<file path="config.mk">
export PLATFORM = sky130hd
export DESIGN_NAME = pixel_palette_mixer
export DESIGN_NICKNAME = d
export VERILOG_FILES = /design/src/rtl/pixel_palette_mixer.sv
export SDC_FILE = /design/constraint.sdc
export NUM_CORES = 1
export LEC_CHECK = 0
export ABC_AREA = 1
export CAP_MARGIN = 10
export CELL_PAD_IN_SITES_DETAIL_PLACEMENT = 0
export CELL_PAD_IN_SITES_GLOBAL_PLACEMENT = 1
export CORE_ASPECT_RATIO = 1.4
export CORE_UTILIZATION = 50
export CTS_CLUSTER_DIAMETER = 100
export DETAILED_ROUTE_END_ITERATION = 10
export DONT_BUFFER_PORTS = 1
export HOLD_SLACK_MARGIN = 0.15
export PLACE_DENSITY = 0.86
export SYNTH_ARGS = -nofsm -noshare
export SYNTH_HDL_FRONTEND = slang
export SYNTH_SLANG_ARGS = --single-unit
export TNS_END_PERCENT = 50
</file>
<file path="constraint.sdc">
create_clock -name clk -period 2.6 [get_ports clk]
set_input_delay 0.26 -clock clk [delete_from_list [all_inputs] [get_ports clk]]
set_output_delay 0.26 -clock clk [all_outputs]
set_load 0.03 [all_outputs]
</file>
<file path="src/rtl/pixel_palette_mixer.sv">
// pixel_palette_mixer
//   DMG palette datapath sequencer for the pixel pipe. Takes one BG pixel per
//   handshake together with an optional overlapping object pixel, resolves
//   BG/OBJ priority, maps the winner through BGP/OBP0/OBP1 and queues the
//   resulting 2-bit shades for the LCD driver.
//
//   Pipeline: accept edge (p1 capture) -> shade lookup (p2) -> FIFO write.
//   A pixel accepted at edge N is written to the FIFO at edge N+2; the FIFO
//   is first-word fall-through.
//
// Ports
//   clk, rst_n                 clock, asynchronous active-low reset
//   line_start                 1-cycle flush of pipe, FIFO and pixel count
//   bg_valid/bg_pix            BG pixel offer and colour index
//   obj_valid/obj_pix/obj_pal/obj_behind
//                              overlapping object pixel, sampled with BG
//   bg_en, obj_en              LCDC.0 / LCDC.1
//   bgp_d, obp0_d, obp1_d      palettes from the palette register block
//   in_ready                   pixel accepted when bg_valid && in_ready
//   shade/shade_valid/shade_ready
//                              output shade stream (0 = lightest)
//   line_done                  pulse after the last shade of a full line pops
//   pix_count                  pixels accepted this line (saturating)
module pixel_palette_mixer #(
    parameter int DEPTH           = 4,
    parameter int PIXELS_PER_LINE = 160
) (
    input  logic       clk,
    input  logic       rst_n,
    input  logic       line_start,
    input  logic       bg_valid,
    input  logic [1:0] bg_pix,
    input  logic       obj_valid,
    input  logic [1:0] obj_pix,
    input  logic       obj_pal,
    input  logic       obj_behind,
    input  logic       bg_en,
    input  logic       obj_en,
    input  logic [7:0] bgp_d,
    input  logic [7:0] obp0_d,
    input  logic [7:0] obp1_d,
    output logic       in_ready,
    output logic [1:0] shade,
    output logic       shade_valid,
    input  logic       shade_ready,
    output logic       line_done,
    output logic [7:0] pix_count
);

    localparam int AW = (DEPTH > 1) ? $clog2(DEPTH) : 1;
    localparam int CW = $clog2(DEPTH + 1);
    localparam logic [7:0]  PPL     = 8'(PIXELS_PER_LINE);
    localparam logic [CW:0] DEPTH_C = (CW + 1)'(DEPTH);

    function automatic logic [1:0] pal_lookup(input logic [7:0] pal,
                                              input logic [1:0] idx);
        return pal[{idx, 1'b1} -: 2];
    endfunction

    function automatic logic obj_wins(input logic       ov,
                                      input logic       oen,
                                      input logic [1:0] op,
                                      input logic       behind,
                                      input logic [1:0] bgi);
        return ov && oen && (op != 2'd0) && !(behind && (bgi != 2'd0));
    endfunction

    // Control state
    logic          rdy_en_q;
    logic          vld_p1_q, vld_p1_d;
    logic          vld_p2_q, vld_p2_d;
    logic [AW-1:0] wr_ptr_q, wr_ptr_d;
    logic [AW-1:0] rd_ptr_q, rd_ptr_d;
    logic [CW-1:0] cnt_q, cnt_d;
    logic [7:0]    pix_count_q, pix_count_d;
    logic          line_done_q, line_done_d;

    // Datapath state (not reset; qualified by the valid bits)
    logic [1:0]    idx_p1_q;
    logic [7:0]    pal_p1_q;
    logic          zero_p1_q;
    logic [1:0]    shade_p2_q;
    logic [1:0]    mem_q [DEPTH];

    logic          full_line;
    logic [CW:0]   inflight;
    logic          accept;
    logic          push;
    logic          pop;
    logic [1:0]    bg_idx;
    logic          win_obj;

    assign full_line = (pix_count_q == PPL);
    // Pipe stages count as occupied so every accepted pixel has a FIFO slot.
    assign inflight  = {1'b0, cnt_q} + {{CW{1'b0}}, vld_p1_q} + {{CW{1'b0}}, vld_p2_q};
    assign in_ready  = rdy_en_q && !full_line && (inflight < DEPTH_C);
    assign accept    = bg_valid && in_ready && !line_start;
    assign push      = vld_p2_q && !line_start;
    assign pop       = shade_valid && shade_ready && !line_start;

    assign bg_idx    = bg_en ? bg_pix : 2'd0;
    assign win_obj   = obj_wins(obj_valid, obj_en, obj_pix, obj_behind, bg_idx);

    assign shade_valid = (cnt_q != '0);
    assign shade       = shade_valid ? mem_q[rd_ptr_q] : 2'd0;
    assign line_done   = line_done_q;
    assign pix_count   = pix_count_q;

    always_comb begin
        vld_p1_d    = accept;
        vld_p2_d    = vld_p1_q && !line_start;
        wr_ptr_d    = wr_ptr_q;
        rd_ptr_d    = rd_ptr_q;
        cnt_d       = cnt_q;
        pix_count_d = pix_count_q;
        // Last shade of a full line leaves the FIFO with nothing behind it.
        line_done_d = pop && (cnt_q == CW'(1)) && !vld_p1_q && !vld_p2_q && full_line;

        if (push) wr_ptr_d = wr_ptr_q + AW'(1);
        if (pop)  rd_ptr_d = rd_ptr_q + AW'(1);
        case ({push, pop})
            2'b10:   cnt_d = cnt_q + CW'(1);
            2'b01:   cnt_d = cnt_q - CW'(1);
            default: cnt_d = cnt_q;
        endcase

        if (accept && !full_line) pix_count_d = pix_count_q + 8'd1;

        if (line_start) begin
            wr_ptr_d    = '0;
            rd_ptr_d    = '0;
            cnt_d       = '0;
            pix_count_d = '0;
            line_done_d = 1'b0;
        end
    end

    always_ff @(posedge clk or negedge rst_n) begin
        if (!rst_n) begin
            rdy_en_q    <= 1'b0;
            vld_p1_q    <= 1'b0;
            vld_p2_q    <= 1'b0;
            wr_ptr_q    <= '0;
            rd_ptr_q    <= '0;
            cnt_q       <= '0;
            pix_count_q <= '0;
            line_done_q <= 1'b0;
        end else begin
            rdy_en_q    <= 1'b1;
            vld_p1_q    <= vld_p1_d;
            vld_p2_q    <= vld_p2_d;
            wr_ptr_q    <= wr_ptr_d;
            rd_ptr_q    <= rd_ptr_d;
            cnt_q       <= cnt_d;
            pix_count_q <= pix_count_d;
            line_done_q <= line_done_d;
        end
    end

    // Stage p1: capture winner index and its palette at the accept edge, so
    // later palette writes never affect this pixel.
    always_ff @(posedge clk) begin
        if (accept) begin
            idx_p1_q  <= win_obj ? obj_pix : bg_idx;
            pal_p1_q  <= win_obj ? (obj_pal ? obp1_d : obp0_d) : bgp_d;
            zero_p1_q <= !win_obj && !bg_en;
        end
    end

    // Stage p2: palette lookup; a disabled BG forces the lightest shade.
    always_ff @(posedge clk) begin
        if (vld_p1_q) begin
            shade_p2_q <= zero_p1_q ? 2'd0 : pal_lookup(pal_p1_q, idx_p1_q);
        end
    end

    // Output FIFO storage
    always_ff @(posedge clk) begin
        if (push) begin
            mem_q[wr_ptr_q] <= shade_p2_q;
        end
    end

endmodule

</file>
==> run metrics <==
status=finished, final reports clean; CP max stage delay=approximately 0.4 ns; WP data arrival=around 1.8 ns; Die Area=about 4700 um^2; Critical-path top delay cell=dfrtp_1; simple-gate share of the synthesized area=26.35%; mean post-synth cell area=between 8 and 9 um^2; vias in the first global route=about 1.5k; Min Clock Period, post-route=between 2 and 2.5 ns; FILL cells=396; critical path type=reg2out; Placed Cells=between 300 and 400; design area=between 2000 and 2500 um^2; met3 WL=191 um; largest family of logic cells by synthesized area=simple AND/OR/NAND/NOR gates; largest net degree at the start of global routing=20; number of hold buffers added after cts=5; synth unique cells=29; via count=1693; CTS Root Cell=clkbuf_8; Final Hold Vio Count=0; Worst Path Required=2.34 ns; drt first-iter violations=58; global route total overflow=0; DRC Markers=0; antenna violations before repair=0; RSZ-0062 raised after global routing=no; Max Fanout on Critical Path=4; die extent in x=58.47 um; Setup Viol. Count Final=0; worst skew pair latency=roughly 0.29 ns; Highest Signal Layer=met4; CTS tree=built; drt pass-1 iters=4; met2 WL=about 2100 um; drt wl/cell=~12 um; gp weighted congestion=between 0.7 and 0.8; worst slew pin tran=about 0.86 ns; final slew viol count=0; Max Cap Viol=0; CP most frequent cell=inv_1; sequential element share of the synthesized area=between 40 and 50%; via-per-instance ratio=between 5 and 6; cts bufs inserted=5; CP Cell Sequence=inv_1 > ha_1 > nand2_1 > inv_1 > a21oi_1 > buf_4; Post-Layout Cell Count=around 340; fin crit share=78.16%; met1 wire length=about 1700 um; IO Pins=between 50 and 60; Synth Area in XOR/XNOR=less than 1%; clk slew on worst S/H paths=0.08 ns; Netlist Area Pre-Place=between 2000 and 2500 um^2; gr usage total=a little under a fifth; number of post-CTS setup repair buffers=0; Layout Skew=0.006393 ns; CTS H-tree lvls=2; Total Wirelength=between 3000 and 4000 um; compound-cell area share of the yosys netlist=approximately 6.8%; syn_nets=311; Pwr Density=a little over 600 nW/um^2; ANT cells=0; Post-Synth Adder-Cell Area=approximately 6.2%; Reg2Reg Depth=7; FMAX=about 0.5 GHz; synthesized flop and latch total=40; first-pass GRT wire length=roughly 6400 um; layout net count=323; total core area=4239 um^2; Std-Cell Rows=28; share of cells above drive strength 1=a little under an eighth; PostCTS Resize Cnt=0; Placement Cell Area=~2300 um^2; P&R area growth vs syn=9.585%; Final ANT Viol Nets=0; Synth warnings=0; min-delay worst type=in2reg; Peak VDD IR=~0.00032 V; HPWL after DPL=around 3000 um; Setup crit end kind=primary output; Longest Clk Path Bufs=2; Rel. slew slack=42.67%; clock sink count=40; hold slack final=~0.15 ns; leak pwr=roughly 1.1 nW; startpoint types=register; Syn Inst Count=about 260; Total Power=~1.5 mW; mux contribution to synthesized area=~4%; TNS Setup=0 ns; initial core utilization=52.66%; port bufs=0; Die Height=~81 um; Worst Hold Path Cells=2
-- through the flow --
stage	utilization, %	worst slack (ns)
after floorplan	-	0.8189
after global placement	54.52	0.7988
after detailed placement	54.52	0.7328
after CTS	57.70	0.5606
after global routing	57.70	0.5014
final	57.70	0.5679
-- flip-flops by register name, indices dropped and copies added (netlist names), 2 cells and up --
signal	count
mem_q	8
wr_ptr_q	2
shade_p2_q	2
cnt_q	3
rd_ptr_q	2
idx_p1_q	2
pal_p1_q	8
pix_count	8
-- report_power, final --
group          switching [mW]  leakage, nW  total, mW  internal [mW]
sequential             0.0442        0.450      0.755          0.711
clock                   0.207       0.0412      0.394          0.187
combinational           0.233        0.606      0.349          0.116
-- critical path: cells and delay by family (launching register included) --
family / cells / cell delay, ns
compound gates: 1 / 0.15
fa+ha+maj: 1 / 0.22
buf+inv: 3 / 0.42
flops: 1 / 0.41
simple gates: 1 / 0.29
-- routing by layer --
layer,track usage [%],vias up
li1,-,871
met1,19.02,766
met2,33.68,50
met3,5.573,6
met4,7.381,0
met5,0,-
-- path summary, 6_finish.rpt --
kind                               startpoint      endpoint  slack [ns]
min in group asynchronous               rst_n   rd_ptr_q[1]        0.52
worst min-delay path                 bgp_d[3]   pal_p1_q[3]        0.15
max in group asynchronous               rst_n  pix_count[3]        1.55
worst max-delay path                 cnt_q[0]      shade[0]        0.57
worst min register to register  shade_p2_q[0]   mem_q[0][0]        0.52
worst max register to register   pix_count[0]   pal_p1_q[5]        0.76
-- logic make-up after synthesis --
family,after synthesis
mux,8
xor+xnor,1
simple gates,137
compound gates,28
fa+ha+maj,11
other cells,1
flops,40
buf+inv,36
-- layout make-up --
| type | count | area [um^2] | area share [%] |
|---|---|---|---|
| clock buffer | 6 | 72.57 | 2.967 |
| clock inverter | 2 | 12.51 | 0.5115 |
| inverter | 32 | 120.1 | 4.910 |
| multi-input combinational | 186 | 979.7 | 40.05 |
| sequential | 40 | 1106 | 45.22 |
| tap | 60 | 75.07 | 3.069 |
| timing repair buffer | 9 | 80.08 | 3.274 |
-- placed cells by master (no fill, tap or decap), types with 2 or more instances in the layout --
master          n
nand2_1        73
nor2_1         33
inv_1          26
edfxtp_1       21
nand3_1        20
dfrtp_1        19
o21ai_0        13
ha_1           11
a21oi_1         8
mux2_2          8
inv_2           6
clkbuf_8        5
dlygate4sd3_1   5
buf_4           4
o21ai_1         3
nor3_1          2
nand4_1         2
-- cell usage after synthesis --
library cell / instances / area, um^2
a21boi_1: 1 / 7.510
a21oi_1: 8 / 40.04
a21oi_2: 1 / 8.760
and2_2: 1 / 7.510
buf_2: 3 / 15.01
buf_6: 1 / 11.26
conb_1: 1 / 3.750
dfrtp_1: 19 / 475.5
edfxtp_1: 21 / 630.6
ha_1: 11 / 137.6
inv_1: 26 / 97.59
inv_2: 6 / 22.52
mux2_2: 8 / 90.09
nand2_1: 73 / 274.0
nand2_2: 1 / 6.260
nand2_4: 1 / 11.26
nand3_1: 20 / 100.1
nand3_4: 1 / 17.52
nand4_1: 2 / 12.51
nor2_1: 33 / 123.9
nor2_2: 1 / 6.260
nor2_4: 1 / 11.26
nor3_1: 2 / 10.01
nor3b_1: 1 / 7.510
o211ai_1: 1 / 7.510
o21ai_0: 13 / 65.06
o21ai_1: 3 / 15.01
o21bai_1: 1 / 7.510
xnor2_1: 1 / 8.760
Note: power is estimated with default switching activity, not from simulation.
